## src/rtl/int_ctrl_pkg.sv

```systemverilog
// int_ctrl_pkg: register addresses and FSM state encoding for the interrupt controller
package int_ctrl_pkg;
  typedef enum logic [1:0] {
    IDLE    = 2'd0,
    REQ     = 2'd1,
    SERVICE = 2'd2
  } state_e;
  localparam logic [1:0] ADDR_IE     = 2'd0;
  localparam logic [1:0] ADDR_IP     = 2'd1;
  localparam logic [1:0] ADDR_CTRL   = 2'd2;
  localparam logic [1:0] ADDR_STATUS = 2'd3;
endpackage

```

## src/rtl/int_ctrl_if.sv

```systemverilog
// int_ctrl_if: register bus, interrupt sources and irq handshake between core and int_ctrl
interface int_ctrl_if #(
  parameter int DATA_WIDTH = 8,
  parameter int NUM_SRC    = 8,
  parameter int ID_WIDTH   = 3
);
  logic [NUM_SRC-1:0]    src;
  logic                  wr_en;
  logic                  rd_en;
  logic [1:0]            reg_addr;
  logic [DATA_WIDTH-1:0] wdata;
  logic [DATA_WIDTH-1:0] rdata;
  logic                  irq_req;
  logic                  irq_ack;
  logic                  eoi;
  logic [DATA_WIDTH-1:0] interrupt;
  logic [ID_WIDTH-1:0]   grant_id;
  modport master (
    output src, wr_en, rd_en, reg_addr, wdata, irq_ack, eoi,
    input  rdata, irq_req, interrupt, grant_id
  );
  modport slave (
    input  src, wr_en, rd_en, reg_addr, wdata, irq_ack, eoi,
    output rdata, irq_req, interrupt, grant_id
  );
endinterface

```

## src/rtl/int_edge_det.sv

```systemverilog
// int_edge_det: rising-edge detect on N sources; INT_CTRL_SYNC_EN adds a 2-flop synchronizer.
// History flops reset to 1 so a source already high out of reset does not fire.
module int_edge_det #(
  parameter int N = 8
) (
  input  logic         clk,
  input  logic         rst_n,
  input  logic [N-1:0] src,
  output logic [N-1:0] rise
);
  logic [N-1:0] s_v, d_q;
`ifdef INT_CTRL_SYNC_EN
  logic [N-1:0] m_q, y_q;
  always_ff @(posedge clk or negedge rst_n) begin
    if (!rst_n) begin
      m_q <= '1;
      y_q <= '1;
    end else begin
      m_q <= src;
      y_q <= m_q;
    end
  end
  assign s_v = y_q;
`else
  assign s_v = src;
`endif
  always_ff @(posedge clk or negedge rst_n) begin
    if (!rst_n) d_q <= '1;
    else        d_q <= s_v;
  end
  assign rise = s_v & ~d_q;
endmodule

```

## src/rtl/int_ctrl.sv

```systemverilog
// int_ctrl: edge-captured, prioritised interrupt controller with req/ack/eoi handshake.
// Define INT_CTRL_SYNC_EN to synchronise src before edge capture.
module int_ctrl
  import int_ctrl_pkg::*;
#(
  parameter int DATA_WIDTH = 8,
  parameter int NUM_SRC    = 8,
  parameter int ID_WIDTH   = 3
) (
  input logic       clk,
  input logic       rst_n,
  int_ctrl_if.slave bus
);
  logic [NUM_SRC-1:0]    rise, ie_q, ie_d, pend_q, pend_d, cand, clr, gnt_oh;
  logic                  ge_q, ge_d, req_q, req_d, ack, live;
  logic                  wr_ie, wr_ip, wr_ctrl;
  state_e                state_q, state_d;
  logic [ID_WIDTH-1:0]   gid_q, gid_d, pick;
  logic [DATA_WIDTH-1:0] int_q, int_d, rdata_q, rdata_d, rd_mux;
  int_edge_det #(.N(NUM_SRC)) u_edge (
    .clk  (clk),
    .rst_n(rst_n),
    .src  (bus.src),
    .rise (rise)
  );
  assign wr_ie   = bus.wr_en && bus.reg_addr == ADDR_IE;
  assign wr_ip   = bus.wr_en && bus.reg_addr == ADDR_IP;
  assign wr_ctrl = bus.wr_en && bus.reg_addr == ADDR_CTRL;
  assign cand    = ge_q ? pend_q & ie_q : '0;
  assign gnt_oh  = NUM_SRC'(1) << gid_q;
  assign ack     = state_q == REQ && bus.irq_ack;
  // a granted request stays live only while its source is still pending and enabled
  assign live    = ge_q && |(ie_q & pend_q & gnt_oh);
  always_comb begin
    pick = '0;
    for (int i = NUM_SRC - 1; i >= 0; i--) if (cand[i]) pick = ID_WIDTH'(i);
  end
  always_comb begin
    clr    = (wr_ip ? bus.wdata[NUM_SRC-1:0] : '0) | (ack ? gnt_oh : '0);
    pend_d = (pend_q & ~clr) | rise;
    ie_d   = wr_ie ? bus.wdata[NUM_SRC-1:0] : ie_q;
    ge_d   = wr_ctrl ? bus.wdata[0] : ge_q;
    rd_mux = bus.reg_addr == ADDR_IE   ? DATA_WIDTH'(ie_q)   :
             bus.reg_addr == ADDR_IP   ? DATA_WIDTH'(pend_q) :
             bus.reg_addr == ADDR_CTRL ? DATA_WIDTH'(ge_q)   :
                                         DATA_WIDTH'({state_q, gid_q});
    rdata_d = bus.rd_en ? rd_mux : rdata_q;
  end
  // ack is tested before the withdraw condition so it wins when both occur
  always_comb begin
    state_d = state_q;
    req_d   = req_q;
    int_d   = int_q;
    gid_d   = gid_q;
    if (state_q == IDLE && |cand) begin
      state_d = REQ;
      req_d   = 1'b1;
      gid_d   = pick;
      int_d   = DATA_WIDTH'(1) << pick;
    end else if (ack) begin
      state_d = SERVICE;
      req_d   = 1'b0;
    end else if (state_q == REQ && !live) begin
      state_d = IDLE;
      req_d   = 1'b0;
      int_d   = '0;
      gid_d   = '0;
    end else if (state_q == SERVICE && bus.eoi) begin
      state_d = IDLE;
      int_d   = '0;
      gid_d   = '0;
    end
  end
  always_ff @(posedge clk or negedge rst_n) begin
    if (!rst_n) begin
      state_q <= IDLE;
      req_q   <= 1'b0;
      int_q   <= '0;
      gid_q   <= '0;
      pend_q  <= '0;
      ie_q    <= '0;
      ge_q    <= 1'b0;
      rdata_q <= '0;
    end else begin
      state_q <= state_d;
      req_q   <= req_d;
      int_q   <= int_d;
      gid_q   <= gid_d;
      pend_q  <= pend_d;
      ie_q    <= ie_d;
      ge_q    <= ge_d;
      rdata_q <= rdata_d;
    end
  end
  assign bus.rdata     = rdata_q;
  assign bus.irq_req   = req_q;
  assign bus.interrupt = int_q;
  assign bus.grant_id  = gid_q;
endmodule

```

## src/flat_wrapper.sv

```systemverilog
// flat-port wrapper written by rule: the top's interface ports become plain ports
module int_ctrl_flat import int_ctrl_pkg::*;
#(
  parameter int DATA_WIDTH = 8,
  parameter int NUM_SRC    = 8,
  parameter int ID_WIDTH   = 3
)
  (clk, rst_n, bus_src, bus_wr_en, bus_rd_en, bus_reg_addr, bus_wdata, bus_irq_ack, bus_eoi, bus_rdata, bus_irq_req, bus_interrupt, bus_grant_id);
  int_ctrl_if #(.DATA_WIDTH(DATA_WIDTH), .NUM_SRC(NUM_SRC), .ID_WIDTH(ID_WIDTH)) bus_i ();
  input logic clk;
  input logic rst_n;
  input wire logic [$bits(bus_i.src)-1:0] bus_src;
  input wire logic [$bits(bus_i.wr_en)-1:0] bus_wr_en;
  input wire logic [$bits(bus_i.rd_en)-1:0] bus_rd_en;
  input wire logic [$bits(bus_i.reg_addr)-1:0] bus_reg_addr;
  input wire logic [$bits(bus_i.wdata)-1:0] bus_wdata;
  input wire logic [$bits(bus_i.irq_ack)-1:0] bus_irq_ack;
  input wire logic [$bits(bus_i.eoi)-1:0] bus_eoi;
  output wire logic [$bits(bus_i.rdata)-1:0] bus_rdata;
  output wire logic [$bits(bus_i.irq_req)-1:0] bus_irq_req;
  output wire logic [$bits(bus_i.interrupt)-1:0] bus_interrupt;
  output wire logic [$bits(bus_i.grant_id)-1:0] bus_grant_id;
  assign bus_i.src = bus_src;
  assign bus_i.wr_en = bus_wr_en;
  assign bus_i.rd_en = bus_rd_en;
  assign bus_i.reg_addr = bus_reg_addr;
  assign bus_i.wdata = bus_wdata;
  assign bus_i.irq_ack = bus_irq_ack;
  assign bus_i.eoi = bus_eoi;
  assign bus_rdata = bus_i.rdata;
  assign bus_irq_req = bus_i.irq_req;
  assign bus_interrupt = bus_i.interrupt;
  assign bus_grant_id = bus_i.grant_id;
  int_ctrl #(.DATA_WIDTH(DATA_WIDTH), .NUM_SRC(NUM_SRC), .ID_WIDTH(ID_WIDTH)) u_core (.clk(clk), .rst_n(rst_n), .bus(bus_i));
endmodule
```

## config.mk

```make
export PLATFORM = sky130hd
export DESIGN_NAME = int_ctrl_flat
export DESIGN_NICKNAME = d
export VERILOG_FILES = /design/src/rtl/int_ctrl_pkg.sv /design/src/rtl/int_ctrl_if.sv /design/src/rtl/int_edge_det.sv /design/src/rtl/int_ctrl.sv /design/src/flat_wrapper.sv
export SDC_FILE = /design/constraint.sdc
export NUM_CORES = 1
export LEC_CHECK = 0
export CORE_AREA = 4 4 70 72
export CTS_BUF_LIST = sky130_fd_sc_hd__clkbuf_8 sky130_fd_sc_hd__clkbuf_16
export DETAILED_ROUTE_END_ITERATION = 8
export DIE_AREA = 0 0 74 76
export GPL_TIMING_DRIVEN = 0
export HOLD_SLACK_MARGIN = 0.02
export PLACE_DENSITY = 0.81
export SLEW_MARGIN = 5
export SYNTH_ARGS = -nofsm -noshare
export SYNTH_HDL_FRONTEND = slang
export SYNTH_SLANG_ARGS = --single-unit
```

## constraint.sdc

```tcl
create_clock -name clk -period 3.95 [get_ports clk]
set_input_delay 1.185 -clock clk [delete_from_list [all_inputs] [get_ports clk]]
set_output_delay 1.185 -clock clk [all_outputs]
set_load 0.02 [all_outputs]
```

==> run_results.csv <==
group,metric,value,unit
grt,grt.total_usage,0.200,
placement,hpwl,3740,um
timing,period_minus_slack,2.63,ns
drt,vias,1761,
power,vdd_drop_max,0.316,mV
worst_setup_path,worstRegToRegCells,7,
floorplan,ios,44,
floorplan,dieWidth,74,um
power,swShare,0.353,
drt,route.detailed.drc,0,
worst_setup_path,path_buf_inv,1,
finish,area_growth,28.2,%
clock_tree,cts.reportedPaths.clkPinSlew,0.09,ns
placement,dp.cells,311,
logic_synthesis,synth.ff_latch_count,47,
timing,final-hold-violation-count,0,
clock_tree,cts_hold_buf,0,
floorplan,core-area,0.00429,mm^2
clock_tree,tritoncts,"built",
timing,setup_ws,1.32,ns
finish,nFillCells,346,
power,power_density,614,mW/mm^2
power,power.share.sequential,0.394,
timing,worstMarginPinSlew,0.747,ns
timing,fmax,380,MHz
worst_setup_path,cp_max_fo,8,
finish,postLayoutCellArea,0.00290,mm^2
clock_tree,clk_latency,0.30,ns
placement,pre_cts_slack,1.07,ns
logic_synthesis,yosysWarnings,0,
worst_setup_path,cp_data_arrival_time,1.45,ns
power,power_frac_comb,0.372,
placement,post_dp_cell_area,0.00276,mm^2
power,clkPwrFrac,0.234,
run,cap_violations,0,
worst_hold_path,min_to,"u_core.bus.irq_req",
grt,grt_pass1_vias,1827,
floorplan,fp.dieArea,0.00562,mm^2
logic_synthesis,syn_nets,240,
worst_setup_path,crit_required,2.76,ns
power,internal_power,1.15,mW
clock_tree,numCtsBuffers,5,
timing,finalSetupViolCount,0,
logic_synthesis,synth-edff-count,0,
placement,portBuffers,42,
drt,dr.pass1.iters,4,
floorplan,start_util,0.527,
clock_tree,clock-sinks,47,
drt,via_per_inst,5.52,
logic_synthesis,avgSynthCellArea,10.5,um^2
finish,diodes,0,
worst_hold_path,hold_start,"u_core.bus.irq_req",
clock_tree,postCtsSetupRepairBufs,0,
worst_setup_path,reg2reg_from,"u_core.bus.grant_id[1]",
timing,finClkSkew,0.00684,ns
logic_synthesis,dominantRegCellSynth,"dfrtp_1",
worst_hold_path,hold_depth,1,
finish,final_cells,319,
finish,nets,290,
worst_setup_path,cp_top_family,"buffers and inverters",
grt,overflow,0,
grt,grt_max_degree,27,
power,switchingPower,0.629,mW
worst_setup_path,cpMaxStageDelayCell,"clkdlybuf4s50_1",
timing,setup_tns,0,ns
clock_tree,cts_resized,0,
drt,wirelength,5090,um
logic_synthesis,synth_top_cell_by_area,"dfrtp_1",
clock_tree,h-tree-depth,2,
grt,grt_antenna_before_repair,0,
timing,slew_viol_final,0,
drt,drt_iter0_markers,191,
floorplan,die_h,76,um
logic_synthesis,synth-seq-area-share,0.524,
finish,drive_gt1_frac,0.150,
placement,gp_congestion,0.860,
power,p_leak,1.17,nW
run_status,outcome,"completed",
worst_setup_path,end_kind,"output pin",
worst_setup_path,cp_cell_sequence,"clkdlybuf4s50_1",
logic_synthesis,synth_top_cell_area_share,0.431,
grt,grt_pass1_wl,8800,um
logic_synthesis,synth_area_leaders,"dfrtp_1 (43%), dfstp_2 (9.3%), mux2_2 (5.0%)",
logic_synthesis,netlist_area,0.00226,mm^2
clock_tree,clockBufferDepth,2,
logic_synthesis,syn_inst,216,
drt,wl_per_cell,15.9,um
drt,postRouteAntennaNets,0,
timing,grt_setup_unrepaired,"no",
logic_synthesis,ys_types,40,
timing,relSlewSlack,0.500,
worst_setup_path,cp_slowest_stage_delay,0.66,ns
timing,period_share,0.666,
worst_hold_path,hp-class,"reg2reg",
clock_tree,root_buffer,"clkbuf_8",
worst_setup_path,start_kind,"register",
logic_synthesis,synth_async_sr_flop_share,1.00,
worst_setup_path,worst-r2r-setup-slack,2.01,ns
floorplan,row_count,24,
worst_setup_path,reg2reg_to,"u_core.bus.interrupt[7]",
worst_setup_path,critical_path_class,"reg2out",
placed cells by master (no fill, tap or decap), drive strengths merged, types with 5 or more instances in the layout:
cell type	count
a21oi	9
a31oi	5
buf	5
clkbuf	9
clkdlybuf4s50	41
dfrtp	39
dfstp	8
inv	23
mux2	10
mux2i	7
nand2	23
nand3	6
nor2	13
o211ai	8
o21ai	12
o22ai	6
synth_stat cells (5+ instances only):
cell type   n
nand3_1     6
o211ai_1    8
inv_1      23
mux2i_1     7
o21ai_0    10
nand2_1    23
dfrtp_1    39
o22ai_1     5
nor2_1     13
a21oi_1     9
mux2_2     10
dfstp_2     8
a31oi_1     5
layout make-up:
class	count	area, um^2	area share
flip-flops and latches	47	1190	0.409
clock inverters	3	67.6	0.0233
repair buffers	43	435	0.150
plain buffers	7	36.3	0.0125
inverters	23	86.3	0.0298
clock buffers	5	68.8	0.0237
well taps	52	65.1	0.0224
multi-input cells	139	953	0.329
sequential cells by signal, indices dropped and copies added, names as in the netlist:
register and count:
u_core.ge_q 1, u_core.pend_q 8, u_core.bus.irq_req 1, u_core.bus.interrupt 8, u_core.u_edge.d_q 8, u_core.state_q 2, u_core.ie_q 8, u_core.bus.rdata 8
u_core.bus.grant_id 3
cells by family (layout without fill, tap and decap cells):
logic type | count (synthesis) | count (layout) | synth area share
AOI/OAI and AO/OA | 57 | 57 | 0.181
and+or+nand+nor | 64 | 64 | 0.150
buffers and inverters | 30 | 81 | 0.0542
muxes | 18 | 18 | 0.0907
DFF | 47 | 47 | 0.524
per-layer routing:
layer	track usage	wire length, um	up-vias
met5	0	0	-
met4	0.0707	88	0
met3	0.0449	325	8
met2	0.303	2320	53
met1	0.280	2350	827
li1	-	-	873
how the worst max path moves through the flow:
stage | startpoint | endpoint | slack (ns) | depth (start not counted)
after floorplan | bus_reg_addr[0] | u_core.ie_q[0] | 1.70 | 3
after global placement | rst_n | u_core.bus.interrupt[7] | 0.45 | 1
after detailed placement | bus_reg_addr[1] | u_core.ie_q[1] | 1.07 | 3
after CTS | u_core.bus.grant_id[0] | bus_grant_id[0] | 1.32 | 1
after global routing | bus_reg_addr[1] | u_core.ie_q[6] | 1.25 | 3
final | u_core.bus.grant_id[0] | bus_grant_id[0] | 1.32 | 1
power groups by stage:
stage / Combinational [mW] / Sequential, mW / Clock (mW)
finish: 0.662 / 0.702 / 0.417
global route: 0.731 / 0.718 / 0.442
CTS: 0.666 / 0.700 / 0.422
detailed placement: 0.658 / 0.709 / 0
global placement: 0.651 / 0.706 / 0
floorplan: 0.355 / 0.752 / 0
through the flow:
step,power [mW],util,hold WS (ns)
6_report,1.78,0.675,0.487
3_5_place_dp,1.37,0.643,0.473
3_3_place_gp,1.36,0.640,0.466
5_1_grt,1.89,0.675,0.517
2_1_floorplan,1.11,-,0.489
4_1_cts,1.79,0.675,0.493
(Power assumes the default switching activity.)
